$ cat config.mk
export PLATFORM = sky130hd
export DESIGN_NAME = if_fetch_queue
export DESIGN_NICKNAME = d
export VERILOG_FILES = /design/src/rtl/if_fetch_queue.sv
export SDC_FILE = /design/constraint.sdc
export NUM_CORES = 1
export LEC_CHECK = 0
export ABC_AREA = 1
export CORE_MARGIN = 4
export CORE_UTILIZATION = 60
export DETAILED_ROUTE_END_ITERATION = 10
export DONT_BUFFER_PORTS = 1
export PLACE_DENSITY = 0.87
export SLEW_MARGIN = 20
export SYNTH_ARGS = -nofsm -noshare
export SYNTH_HDL_FRONTEND = slang
export SYNTH_SLANG_ARGS = --single-unit
$ cat constraint.sdc
create_clock -name clk -period 14.15 [get_ports clk]
set_input_delay 2.83 -clock clk [delete_from_list [all_inputs] [get_ports clk]]
set_output_delay 2.83 -clock clk [all_outputs]
set_load 0.005 [all_outputs]
$ cat src/rtl/if_fetch_queue.sv
// Instruction-fetch stage: owns the fetch PC, keeps at most one imem request in flight
// and buffers returned words in an in-order queue for decode. Optional FETCH_BYPASS_EN.
module if_fetch_queue #(
  parameter logic [31:0] RESET_PC = 32'h0000_0000,
  parameter int          QDEPTH   = 2
) (
  input  logic        clk,
  input  logic        rst,
  output logic        imem_req,
  output logic [31:0] imem_addr,
  input  logic        imem_gnt,
  input  logic        imem_rvalid,
  input  logic [31:0] imem_rdata,
  input  logic        redirect,
  input  logic [31:0] redirect_pc,
  output logic        id_valid,
  input  logic        id_ready,
  output logic [31:0] id_inst,
  output logic [31:0] id_pc
);

  // state  | meaning
  // S_REQ  | may issue a request when a queue slot is free
  // S_WAIT | one request granted, response will be queued
  // S_DROP | one request granted before a redirect, response is discarded
  typedef enum logic [1:0] {S_REQ, S_WAIT, S_DROP} state_t;

  localparam int PW = (QDEPTH > 1) ? $clog2(QDEPTH) : 1;
  localparam int CW = PW + 1;
  localparam logic [31:0] NOP = 32'h0000_0013;

  state_t        state;
  logic [31:0]   fetch_pc;
  logic [31:0]   pend_pc;
  logic [31:0]   q_inst [QDEPTH];
  logic [31:0]   q_pc   [QDEPTH];
  logic [PW-1:0] head;
  logic [PW-1:0] tail;
  logic [CW-1:0] count;

  logic        outstanding;
  logic        free_slot;
  logic        q_empty;
  logic        rsp_take;
  logic        bypass;
  logic        push;
  logic        pop;
  logic [31:0] redirect_tgt;

  assign outstanding  = (state != S_REQ);
  assign free_slot    = (int'(count) + int'(outstanding)) < QDEPTH;
  assign q_empty      = (count == '0);
  assign redirect_tgt = redirect_pc & ~32'h0000_0003;

  assign imem_req  = (state == S_REQ) && free_slot && !redirect && !rst;
  assign imem_addr = fetch_pc;

  assign rsp_take = (state == S_WAIT) && imem_rvalid && !redirect;

`ifdef FETCH_BYPASS_EN
  // Hand the response straight to decode when nothing is queued ahead of it.
  assign bypass = q_empty && rsp_take;
  assign push   = rsp_take && !(bypass && id_ready);
`else
  assign bypass = 1'b0;
  assign push   = rsp_take;
`endif

  assign pop      = !q_empty && id_ready && !redirect;
  assign id_valid = !q_empty || bypass;

  always_comb begin
    id_inst = NOP;
    id_pc   = 32'h0000_0000;
    if (bypass) begin
      id_inst = imem_rdata;
      id_pc   = pend_pc;
    end else if (!q_empty) begin
      id_inst = q_inst[head];
      id_pc   = q_pc[head];
    end
  end

  // Storage needs no reset: count gates every read.
  always_ff @(posedge clk) begin
    if (push) begin
      q_inst[tail] <= imem_rdata;
      q_pc[tail]   <= pend_pc;
    end
  end

  always_ff @(posedge clk) begin
    if (rst) begin
      state    <= S_REQ;
      fetch_pc <= RESET_PC;
      pend_pc  <= 32'h0000_0000;
      head     <= '0;
      tail     <= '0;
      count    <= '0;
    end else if (redirect) begin
      fetch_pc <= redirect_tgt;
      head     <= '0;
      tail     <= '0;
      count    <= '0;
      case (state)
        S_REQ:   state <= S_REQ;
        S_WAIT:  state <= imem_rvalid ? S_REQ : S_DROP;
        S_DROP:  state <= imem_rvalid ? S_REQ : S_DROP;
        default: state <= S_REQ;
      endcase
    end else begin
      case (state)
        S_REQ: begin
          if (imem_req && imem_gnt) begin
            pend_pc  <= fetch_pc;
            fetch_pc <= fetch_pc + 32'd4;
            state    <= S_WAIT;
          end
        end
        S_WAIT:  if (imem_rvalid) state <= S_REQ;
        S_DROP:  if (imem_rvalid) state <= S_REQ;
        default: state <= S_REQ;
      endcase

      if (push) tail <= tail + PW'(1);
      if (pop)  head <= head + PW'(1);
      case ({push, pop})
        2'b10:   count <= count + CW'(1);
        2'b01:   count <= count - CW'(1);
        default: count <= count;
      endcase
    end
  end

endmodule
==> impl_metrics.tcl, run 1 <==
set metrics [dict create \
    drt-total-wl_mm 18.52 \
    grt_overflow 0 \
    grt_pass1_vias 5595 \
    drive_gt1_share_pct 6.257 \
    cts_hold_buffers 0 \
    fin_setup_tns_ns 0 \
    vias 6062 \
    synth.area.top_cells "edfxtp_1 45%, dfxtp_1 16%, nand2_1 13%" \
    antennaDiodeCount 0 \
    max_freq_ghz 0.1515 \
    hold_viol_final 0 \
    ys_seq_elements 191 \
    synth_cells 917 \
    r2r_start "state[0]" \
    viasPerCell 5.577 \
    layout_common_cells "287 x nand2_1, 124 x edfxtp_1, 101 x a21oi_1" \
    crit_type "primary input to output port" \
    std_cell_rows 42 \
    synth_top_area_cell "edfxtp_1" \
    dieArea_mm2 0.01581 \
    cts_tree "done" \
    powerDensity_mw_per_mm2 127.9 \
    finalCriticalPeriod_ns 6.600 \
    gp_congestion 0.9275 \
    ios 168 \
    ys_types 36 \
    max_cap_violations 0 \
    drt_iter0_drc 501 \
    synthFlopType "edfxtp_1" \
    nFillCells 1062 \
    final_max_slew_viol_count 0 \
    crit_required_ns 11.32 \
    clk_transition_reported_paths_ns 0.07 \
    cp_max_fo 42 \
    tightestPinTransition_ns 1.058 \
    start_util_pct 62.08 \
    placedInstanceArea_mm2 0.008376 \
    wire_per_inst_um 17.04 \
    startpoint_type "primary input" \
    crit_arrival_ns 3.77 \
    stdcell_area_mm2 0.008977 \
    cts_buffer_depth 2 \
    pwr-share-clk_pct 41.3 \
    synthToLayoutAreaGrowth_pct 7.911 \
    swShare_pct 21.61 \
    synth_edf_count 124 \
    cts_htree_levels 4 \
    async_reset_ff_share_pct 0 \
    setup_viol 0 \
    fp.dieW_um 125.8 \
    p_sw_mw 0.2482 \
    cts_resized 0 \
    ant_nets 0 \
    clockRootBuffer "clkbuf_16" \
    syn-mean-instance-area_um2 9.072 \
    nets 972 \
    numCtsBuffers 17 \
    hp-class "flip-flop to flip-flop" \
    cp-startpoint "rst" \
    cts.sink_count 191 \
    grt_max_degree 64 \
    period_share_pct 46.64 \
    port_buffers 0 \
    fin_util_pct 66.99 \
    p_int_mw 0.9003 \
    power_frac_comb_pct 4.3 \
    status "complete, no violations" \
    cp-end-kind "output port" \
    whs_ns 0.4578 \
    final_common_cell "nand2_1" \
    min_from "state[1]" \
    grt_pass1_wl_mm 29.30 \
    slew-limit-headroom_pct 29.39 \
    dp_hpwl_mm 12.22 \
    grt_use_total_pct 23.37 \
    rsz0062_at_grt "false" \
    postCtsSetupBuffers 0 \
    grt_antenna_before_repair 0 \
    synth_area_mm2 0.008319 \
    drc 0 \
    seq_power_share_pct 54.4 \
    first_pass_iters 5 \
    core_area_mm2 0.01340 \
    p_leak_nw 3.344 \
    clk_latency_ns 0.42 \
    synth_top_area_share_pct 44.76 \
    final.setup_skew_ns 0.009162 \
    irDropWorstVdd_v 0.00008532 \
    die_height_um 125.8 \
    synth_warnings 0 \
    seq_area_frac_synth_pct 60.88 \
]
[cell usage after synthesis, types with 2 or more instances]
cell type  count
nor3_1         2
dfxtp_1       67
buf_6          5
and2_1         2
a21oi_1      101
nor2_1        54
ha_1           4
nor2_2        12
inv_1         91
buf_4          4
xor2_1         3
nand4_1        3
nand2_1      287
a31oi_1        3
nand3_1       58
a211oi_1      10
nor2_4         2
buf_2          8
o211ai_1       2
nand3b_1       2
o21ai_0       33
buf_1          2
clkbuf_1      26
edfxtp_1     124
[flip-flops by register name (all words and copies together), names as in the netlist, named ones only]
signal and flops:
q_inst 64, q_pc 60, imem_addr 30, pend_pc 30
count 2, state 2, head 1, tail 1
[metal layers]
layer  vias up  GRT usage (%)  part of all wire [%]
met5         -              0                     0
met4         0          8.013                   1.8
met3        25          8.129                    11
met2       272          36.22                    46
met1      2786          31.03                    42
li1       2979              -                     -
[power by group through the flow]
stage | Clock [mW] | Sequential [mW] | Combinational, mW
global route | 0.507 | 0.626 | 0.0568
CTS | 0.481 | 0.624 | 0.0494
detailed placement | 0 | 0.636 | 0.0489
finish | 0.475 | 0.624 | 0.0496
global placement | 0 | 0.636 | 0.0474
floorplan | 0 | 0.631 | 0.0443
[metrics by stage]
step	std cells	setup slack, ns	power [mW]
after floorplan	920	7.671	0.6754
after global placement	1055	7.570	0.6830
after detailed placement	1055	7.549	0.6853
after CTS	1087	7.546	1.155
after global routing	1087	7.466	1.189
final	1087	7.550	1.149
[worst paths after layout]
path / to / slack [ns] / cells after the start
min: state[1] / 0.46 / 2
min reg2reg: state[1] / 0.46 / 2
max: imem_req / 7.55 / 3
max reg2reg: imem_addr[6] / 11.40 / 11
[critical path, cell delays in order]
cell and delay (ns):
inv_1 0.54, nand2_1 0.16, nor2_1 0.24
[final cells by class]
class	instances	area, µm²	share of cell area, %
clock buffer	22	508.0	5.659
tap	176	220.2	2.453
inverter	93	349.1	3.889
multi-input combinational	590	2703	30.10
sequential	191	5066	56.43
timing repair buffer	5	37.54	0.4181
clock inverter	10	93.84	1.045
[cell families after synthesis]
kind of cell / count (synthesis) / synth area share (%)
AND/OR/NAND/NOR: 425 / 21.25
AO/OA/AOI/OAI: 153 / 9.761
adder cells (fa/ha/maj): 4 / 0.6016
other: 1 / 0.04508
buffers and inverters: 139 / 7.039
flip-flops: 191 / 60.88
XOR/XNOR: 4 / 0.4212
Note: power is estimated with default switching activity, not from simulation.
==> run 2, diff against run 1 <==
CORE_UTILIZATION = 57   (was 60)
PLACE_DENSITY = 0.86   (was 0.87)
clock period = 6 ns   (was 14.15 ns; I/O delays follow)
==> run 2 against run 1 <==
  * Total power grew 130%
  * First-iteration DRC count unchanged
  * Wire length increased by 1.2%
  * Sequential power grew 140%
  * Hold slack worse by 0.00096 ns
  * Non-clock buffer count unchanged
  * Count of clock-buffer cells in the layout fell by 4
==> impl_metrics.tcl, run 2 (synthesis gave the netlist of run 1 again) <==
set metrics [dict create \
    port_buffers 0 \
    grtUsageMet3_pct 7.430 \
    core_area_mm2 0.01410 \
    drt-total-wl_mm 18.75 \
    cp-end-kind "output port" \
    first_pass_iters 5 \
    dieArea_mm2 0.01659 \
    clockRootBuffer "clkbuf_16" \
    cts_tree "done" \
    cts_buffer_depth 2 \
    p_leak_nw 3.324 \
    ios 168 \
    final_max_slew_viol_count 0 \
    max_cap_violations 0 \
    cts_resized 0 \
    multi_input_area_mm2 0.002703 \
    synthToLayoutAreaGrowth_pct 7.415 \
    viasPerCell 5.586 \
    grt_overflow 0 \
    met1_usage_pct 31.40 \
    largest_reg_flops 64 \
    crit_arrival_ns 2.48 \
    hp-class "flip-flop to flip-flop" \
    placedInstanceArea_mm2 0.008381 \
    grt_util_met2_pct 34.12 \
    grt_antenna_before_repair 0 \
    top_register "q_inst" \
    gp_congestion 0.9891 \
    grt_pass1_vias 5586 \
    antennaDiodeCount 0 \
    status "complete, no violations" \
    ant_nets 0 \
    reg_top3 "q_inst x64, q_pc x60" \
    drc 0 \
    fin_setup_tns_ns 0 \
    crit_type "flip-flop to output port" \
    drive_gt1_share_pct 6.367 \
    dp_hpwl_mm 12.53 \
    wire_per_inst_um 17.19 \
    nets 972 \
    powerDensity_mw_per_mm2 297.2 \
    seq_area_mm2 0.005066 \
    cts_htree_levels 4 \
    postCtsSetupBuffers 0 \
    cp_max_fo 63 \
    tightestPinTransition_ns 1.046 \
    start_util_pct 59.02 \
    drt_iter0_drc 501 \
    grt_max_degree 64 \
    period_share_pct 61.37 \
    nFillCells 1137 \
    hold_viol_final 0 \
    rsz0062_at_grt "false" \
    grt_pass1_wl_mm 29.42 \
    cts_hold_buffers 0 \
    final.setup_skew_ns 0.009238 \
    r2r_slack_ns 3.22 \
    irDropWorstVdd_v 0.0002055 \
    startpoint_type "flip-flop" \
    setup_viol 0 \
    crit_required_ns 4.80 \
    numCtsBuffers 17 \
    layout_common_cells "287 x nand2_1, 124 x edfxtp_1, 101 x a21oi_1" \
    final_common_cell "nand2_1" \
    stdcell_area_mm2 0.008936 \
    std_cell_rows 43 \
    cts.sink_count 191 \
    finalCriticalPeriod_ns 3.682 \
    max_freq_ghz 0.2716 \
    clk_transition_reported_paths_ns 0.06 \
    die_height_um 128.8 \
    clk_latency_ns 0.43 \
    fp.dieW_um 128.8 \
    busiest_layer "met2" \
    grt_use_total_pct 22.73 \
    slew-limit-headroom_pct 30.14 \
    vias 6094 \
]
-- run 2: worst max-delay path, stage by stage, from the launching register on --
cell	delay [ns]
dfxtp_2	0.31
buf_4	0.32
inv_2	0.86
nand2_1	0.15
a21oi_1	0.39
-- run 2: layout make-up --
class                   count  share of cell area, %
well taps                 180                  2.520
clock inverters            14                  1.414
flip-flops and latches    191                  56.69
inverters                  93                  3.906
repair buffers              5                 0.4201
multi-input cells         590                  30.24
clock buffers              18                  4.803
-- run 2: path summary, 6_finish.rpt --
| kind | start | endpoint | cells past startpoint |
|---|---|---|---|
| worst min-delay path | pend_pc[28] | q_pc[1][28] | 0 |
| worst min register to register | pend_pc[28] | q_pc[1][28] | 0 |
| worst max-delay path | flip-flop | id_pc[17] | 4 |
| worst max register to register | state[0] | imem_addr[6] | 11 |
-- run 2: stage by stage --
stage,setup slack (ns),cells,hold slack (ns),utilization [%],power (mW)
2_1_floorplan,1.151,920,0.4203,-,1.593
6_report,2.318,1091,0.4568,63.39,2.656
4_1_cts,2.273,1091,0.4610,63.39,2.671
3_3_place_gp,2.322,1059,0.4325,59.45,1.611
3_5_place_dp,2.286,1059,0.4416,59.45,1.617
5_1_grt,2.077,1091,0.4726,63.39,2.753
-- run 2: power breakdown --
part,internal [mW],switching (mW)
clock network,0.578,0.488
registers,1.44,0.0372
logic,0.0373,0.0806
-- run 2: metal layers --
layer | wire (µm) | up-vias | share of wire (%)
li1 | - | 2975 | -
met1 | 7970 | 2794 | 43
met2 | 8402 | 298 | 45
met3 | 2084 | 27 | 11
met4 | 295 | 0 | 1.6
met5 | 0 | - | 0
==> RTL edit 1, RTL diff (flow settings as in run 1) <==
Change the parameter `QDEPTH` from 2 to 4.
--- a/src/rtl/if_fetch_queue.sv
+++ b/src/rtl/if_fetch_queue.sv
@@ -3,5 +3,5 @@
 module if_fetch_queue #(
   parameter logic [31:0] RESET_PC = 32'h0000_0000,
-  parameter int          QDEPTH   = 2
+  parameter int          QDEPTH   = 4
 ) (
   input  logic        clk,
Check against the original RTL: not equivalent (Yosys sat finds a counterexample within 10 cycles, from zero or initial values and one cycle with rst high).
==> RTL edit 1 against run 1 <==
Combinational power up 17%; clock power up 80%; design area up 62%; wire length up 58%; synthesized cell count up 43%; global-route usage down 0.16 points; area after synthesis up 61%; sequential cell count up 128; power up 70%; setup slack better by 590 ps.
==> RTL edit 1: results (changes against run 1) <==
stage,metric,value,unit,change
placed_design,dpl ws,8140,ps,was 7550 ps
routing,number of DRC markers in iteration 0,766,,was 501
worst_setup_path,critical path arrival,3180,ps,was 3770 ps
worst_setup_path,worst-path fanout max,34,,was 42
sta,Final Skew,18.1,ps,was 9.16 ps
routing,TritonRoute pass-1 iters,5,,unchanged
synthesis,sequential share of the synthesized area,0.663,,was 0.609
cells_and_area,nets,1364,,was 972
power_and_ir_drop,maximum vdd drop,0.0875,mV,was 0.0853 mV
worst_setup_path,Top delay family on crit path,simple AND/OR/NAND/NOR gates,,was buffers and inverters
sta,final hold slack,459,ps,was 458 ps
global_route,largest net degree at the start of global routing,125,,was 64
routing,via count,9140,,was 6062
routing,highest metal used,met4,,unchanged
global_route,M2 GR Usage,0.394,,was 0.362
placed_design,post-DP HPWL,17700,um,was 12200 um
clock_network,Clock Latency Late Sink,560,ps,was 420 ps
worst_setup_path,R2R Setup Slk,11560,ps,was 11400 ps
placed_design,dpl cell area,13500,um^2,was 8380 um^2
synthesis,synth unique cells,39,,was 36
global_route,Congestion Overflow GR,0,,unchanged
synthesis,Synth area leaders,"edfxtp_1 56%, dfxtp_1 11%, nor2_1 8.8%",,"was edfxtp_1 45%, dfxtp_1 16%, nand2_1 13%"
cells_and_area,# fillers,1594,,was 1062
power_and_ir_drop,Int Pwr,1.56,mW,was 900 uW
synthesis,number of synthesized flops with an enable pin,248,,was 124
synthesis,Post-synth top cells,"313 x nor2_1, 248 x edfxtp_1, 189 x nand2_1",,"was 287 x nand2_1, 124 x edfxtp_1, 101 x a21oi_1"
synthesis,Mapped Cells,1313,,was 917
sta,Worst slew margin,0.264,,was 0.294
worst_setup_path,"slowest stage delay, CP",210,ps,was 540 ps
global_route,vias in the first global route,8713,,was 5595
hold_path,worst hold start,state[1],,unchanged
global_route,first-pass GRT wire length,45500,um,was 29300 um
routing,DR vias/cell,5.75,,was 5.58
routing,met2 WL,14200,um,was 8440 um
worst_setup_path,FF-to-FF path depth,9,,was 11
placed_design,RePlAce Congestion,0.892,,was 0.928
sta,post-route clock period utilization,0.425,,was 0.466
routing,WL met1,11600,um,was 7780 um
power_and_ir_drop,Pleak,4.92,nW,was 3.34 nW
cells_and_area,top flop regs,"q_inst x128, q_pc x120",,"was q_inst x64, q_pc x60"
global_route,met1 Use GR,0.297,,was 0.310
routing,final WL,29400,um,was 18500 um
worst_setup_path,slowest CP cell,and3_1,,was inv_1
worst_setup_path,R2R Path End,imem_addr[18],,was imem_addr[6]
placed_design,dpl cells,1533,,was 1055
cells_and_area,layout cells sized above 1,0.0764,,was 0.0626
clock_network,CTS Buf Count,30,,was 17
global_route,GRT Overall Usage,0.232,,was 0.234
global_route,met3 usage,0.0627,,was 0.0813
worst_setup_path,CP Launch Point,redirect,,was rst
run_status,status,finished clean,,unchanged
RTL edit 1: cell type report:
class                      instances  area (um^2)  share of cell area
sequential                       319         8870               0.608
multi-input combinational        863         3960               0.271
clock buffer                      36          878              0.0602
tap                              280          350              0.0240
inverter                          62          238              0.0163
clock inverter                    20          223              0.0153
timing repair buffer               9         67.6             0.00463
RTL edit 1: logic make-up after synthesis:
kind of cell	count (synthesis)	share of synthesized area
AO/OA/AOI/OAI	288	0.110
AND/OR/NAND/NOR	554	0.168
XOR/XNOR	8	0.00524
buffers and inverters	134	0.0452
adder cells (fa/ha/maj)	9	0.00898
flip-flops	319	0.663
other	1	0.000280
RTL edit 1: power by group through the flow:
stage / Combinational, mW / Sequential, mW / Clock (mW)
after CTS: 0.0583 / 1.04 / 0.866
after detailed placement: 0.0577 / 1.06 / 0
final: 0.0580 / 1.04 / 0.857
after global placement: 0.0558 / 1.06 / 0
after floorplan: 0.0506 / 1.05 / 0
after global routing: 0.0668 / 1.04 / 0.918
==> RTL edit 2, RTL diff (settings of run 1) <==
Without the edit above. The 3 states of `state_t` get a one-hot encoding in 3 bits.
--- a/src/rtl/if_fetch_queue.sv
+++ b/src/rtl/if_fetch_queue.sv
@@ -24,5 +24,5 @@
   // S_WAIT | one request granted, response will be queued
   // S_DROP | one request granted before a redirect, response is discarded
-  typedef enum logic [1:0] {S_REQ, S_WAIT, S_DROP} state_t;
+  typedef enum logic [2:0] {S_REQ = 3'b001, S_WAIT = 3'b010, S_DROP = 3'b100} state_t;
 
   localparam int PW = (QDEPTH > 1) ? $clog2(QDEPTH) : 1;
Function: no difference found for any inputs over 4 cycles, from zero or initial values and one cycle with rst high; so few cycles prove little.
==> RTL edit 2 against run 1 <==
Design area fell by 0.53%; sequential cell count increased by 1; setup slack improved by 570 ps; largest cell class unchanged; register-to-register slack improved by 460 ps; wire length down 3.2%; area after synthesis fell by 1.4%; power grew 4.1%; critical endpoint unchanged; hold slack lost 1.6 ps.
==> RTL edit 2: results (changes against run 1) <==
stage,metric,value,unit,change
run_status,status,finished clean,,unchanged
synthesis,synth unique cells,35,,was 36
placed_design,post-DP HPWL,11800,um,was 12200 um
worst_setup_path,R2R Setup Slk,11860,ps,was 11400 ps
worst_setup_path,worst-path fanout max,36,,was 42
worst_setup_path,"slowest stage delay, CP",150,ps,was 540 ps
clock_network,post-CTS setup buffers,0,,unchanged
clock_network,CTS resizes,0,,unchanged
routing,drt wl/cell,17.0,um,about the same
global_route,largest net degree at the start of global routing,75,,was 64
global_route,initial antenna violation count,0,,unchanged
worst_setup_path,R2R Path End,count[1],,was imem_addr[6]
routing,DR vias/cell,5.51,,was 5.58
synthesis,sequential share of the synthesized area,0.620,,was 0.609
clock_network,Clock transition at path regs,60,ps,
worst_setup_path,Top delay family on crit path,simple AND/OR/NAND/NOR gates,,was buffers and inverters
cells_and_area,# fillers,1032,,was 1062
routing,TritonRoute pass-1 iters,5,,unchanged
sta,Final Skew,7.10,ps,was 9.16 ps
synthesis,Post-synth top cells,"282 x nand2_1, 124 x edfxtp_1, 96 x nor2_1",,"was 287 x nand2_1, 124 x edfxtp_1, 101 x a21oi_1"
global_route,met1 Use GR,0.313,,was 0.310
worst_setup_path,FF-to-FF Start,count[0],,was state[0]
clock_network,CTS Buf Count,17,,unchanged
worst_setup_path,slowest CP cell,nor2_4,,was inv_1
worst_setup_path,CP Launch Point,redirect,,was rst
placed_design,RePlAce Congestion,0.992,,was 0.928
hold_path,Hold Crit Class,reg -> reg,,unchanged
routing,DRC,0,,unchanged
routing,highest metal used,met4,,unchanged
synthesis,Synth area leaders,"edfxtp_1 45%, dfxtp_1 17%, nand2_1 13%",,"was edfxtp_1 45%, dfxtp_1 16%, nand2_1 13%"
routing,WL met1,7610,um,was 7780 um
worst_setup_path,critical path arrival,3200,ps,was 3770 ps
cells_and_area,top flop regs,"q_inst x64, q_pc x60",,unchanged
clock_network,CTS max path bufs,2,,unchanged
cells_and_area,antenna cells,0,,unchanged
cells_and_area,layout cells sized above 1,0.0674,,was 0.0626
global_route,M2 GR Usage,0.362,,about the same
routing,met3 WL,1870,um,was 1960 um
worst_setup_path,end of the critical path,imem_req,,unchanged
routing,number of DRC markers in iteration 0,495,,was 501
power_and_ir_drop,maximum vdd drop,0.0814,mV,was 0.0853 mV
global_route,GRT Overall Usage,0.233,,was 0.234
sta,Slew @ Worst Pin,917,ps,was 1060 ps
worst_setup_path,FF-to-FF path depth,10,,was 11
cells_and_area,nets,935,,was 972
routing,met2 WL,8160,um,was 8440 um
power_and_ir_drop,Pleak,3.30,nW,was 3.34 nW
global_route,vias in the first global route,5551,,was 5595
global_route,first-pass GRT wire length,29000,um,was 29300 um
global_route,met3 usage,0.0789,,was 0.0813
RTL edit 2: report_power, final:
| group | switching [mW] | total [mW] | internal, mW |
|---|---|---|---|
| clock network | 0.194 | 0.530 | 0.336 |
| logic | 0.0281 | 0.0425 | 0.0144 |
| registers | 0.0153 | 0.623 | 0.608 |
RTL edit 2: area by class of cell:
class,count,area [um^2],area share
clock buffers,21,450,0.0504
flip-flops and latches,192,5090,0.570
well taps,176,220,0.0247
multi-input cells,592,2720,0.304
clock inverters,11,213,0.0238
repair buffers,5,37.5,0.00420
inverters,55,208,0.0233
RTL edit 2: metrics by stage:
step / total power [mW] / cell area [um^2] / instances / worst slack, ps / utilization
floorplan: 0.668 / 8210 / 883 / 7840 / -
global placement: 0.675 / 8270 / 1020 / 8130 / 0.622
detailed placement: 0.677 / 8270 / 1020 / 8120 / 0.622
CTS: 1.20 / 8930 / 1052 / 8120 / 0.672
global route: 1.23 / 8930 / 1052 / 8090 / 0.672
finish: 1.20 / 8930 / 1052 / 8120 / 0.672
RTL edit 2: logic make-up (layout without fill, tap and decap cells):
group	after synthesis	after routing	synth area share
simple gates	422	422	0.205
flops	192	192	0.620
compound gates	153	153	0.107
buf+inv	99	92	0.0528
xor+xnor	11	11	0.0118
fa+ha+maj	2	2	0.00305
other cells	1	4	0.000457
RTL edit 2: worst min-delay path by stage:
stage           startpoint     endpoint  slack (ps)  cells after the start
5_1_grt        pend_pc[28]  q_pc[0][28]         480                      0
2_1_floorplan  pend_pc[13]  q_pc[0][13]         420                      0
4_1_cts         pend_pc[2]   q_pc[1][2]         460                      0
3_3_place_gp   pend_pc[12]  q_pc[0][12]         430                      0
3_5_place_dp    pend_pc[2]   q_pc[0][2]         440                      0
6_report        pend_pc[2]   q_pc[1][2]         460                      0
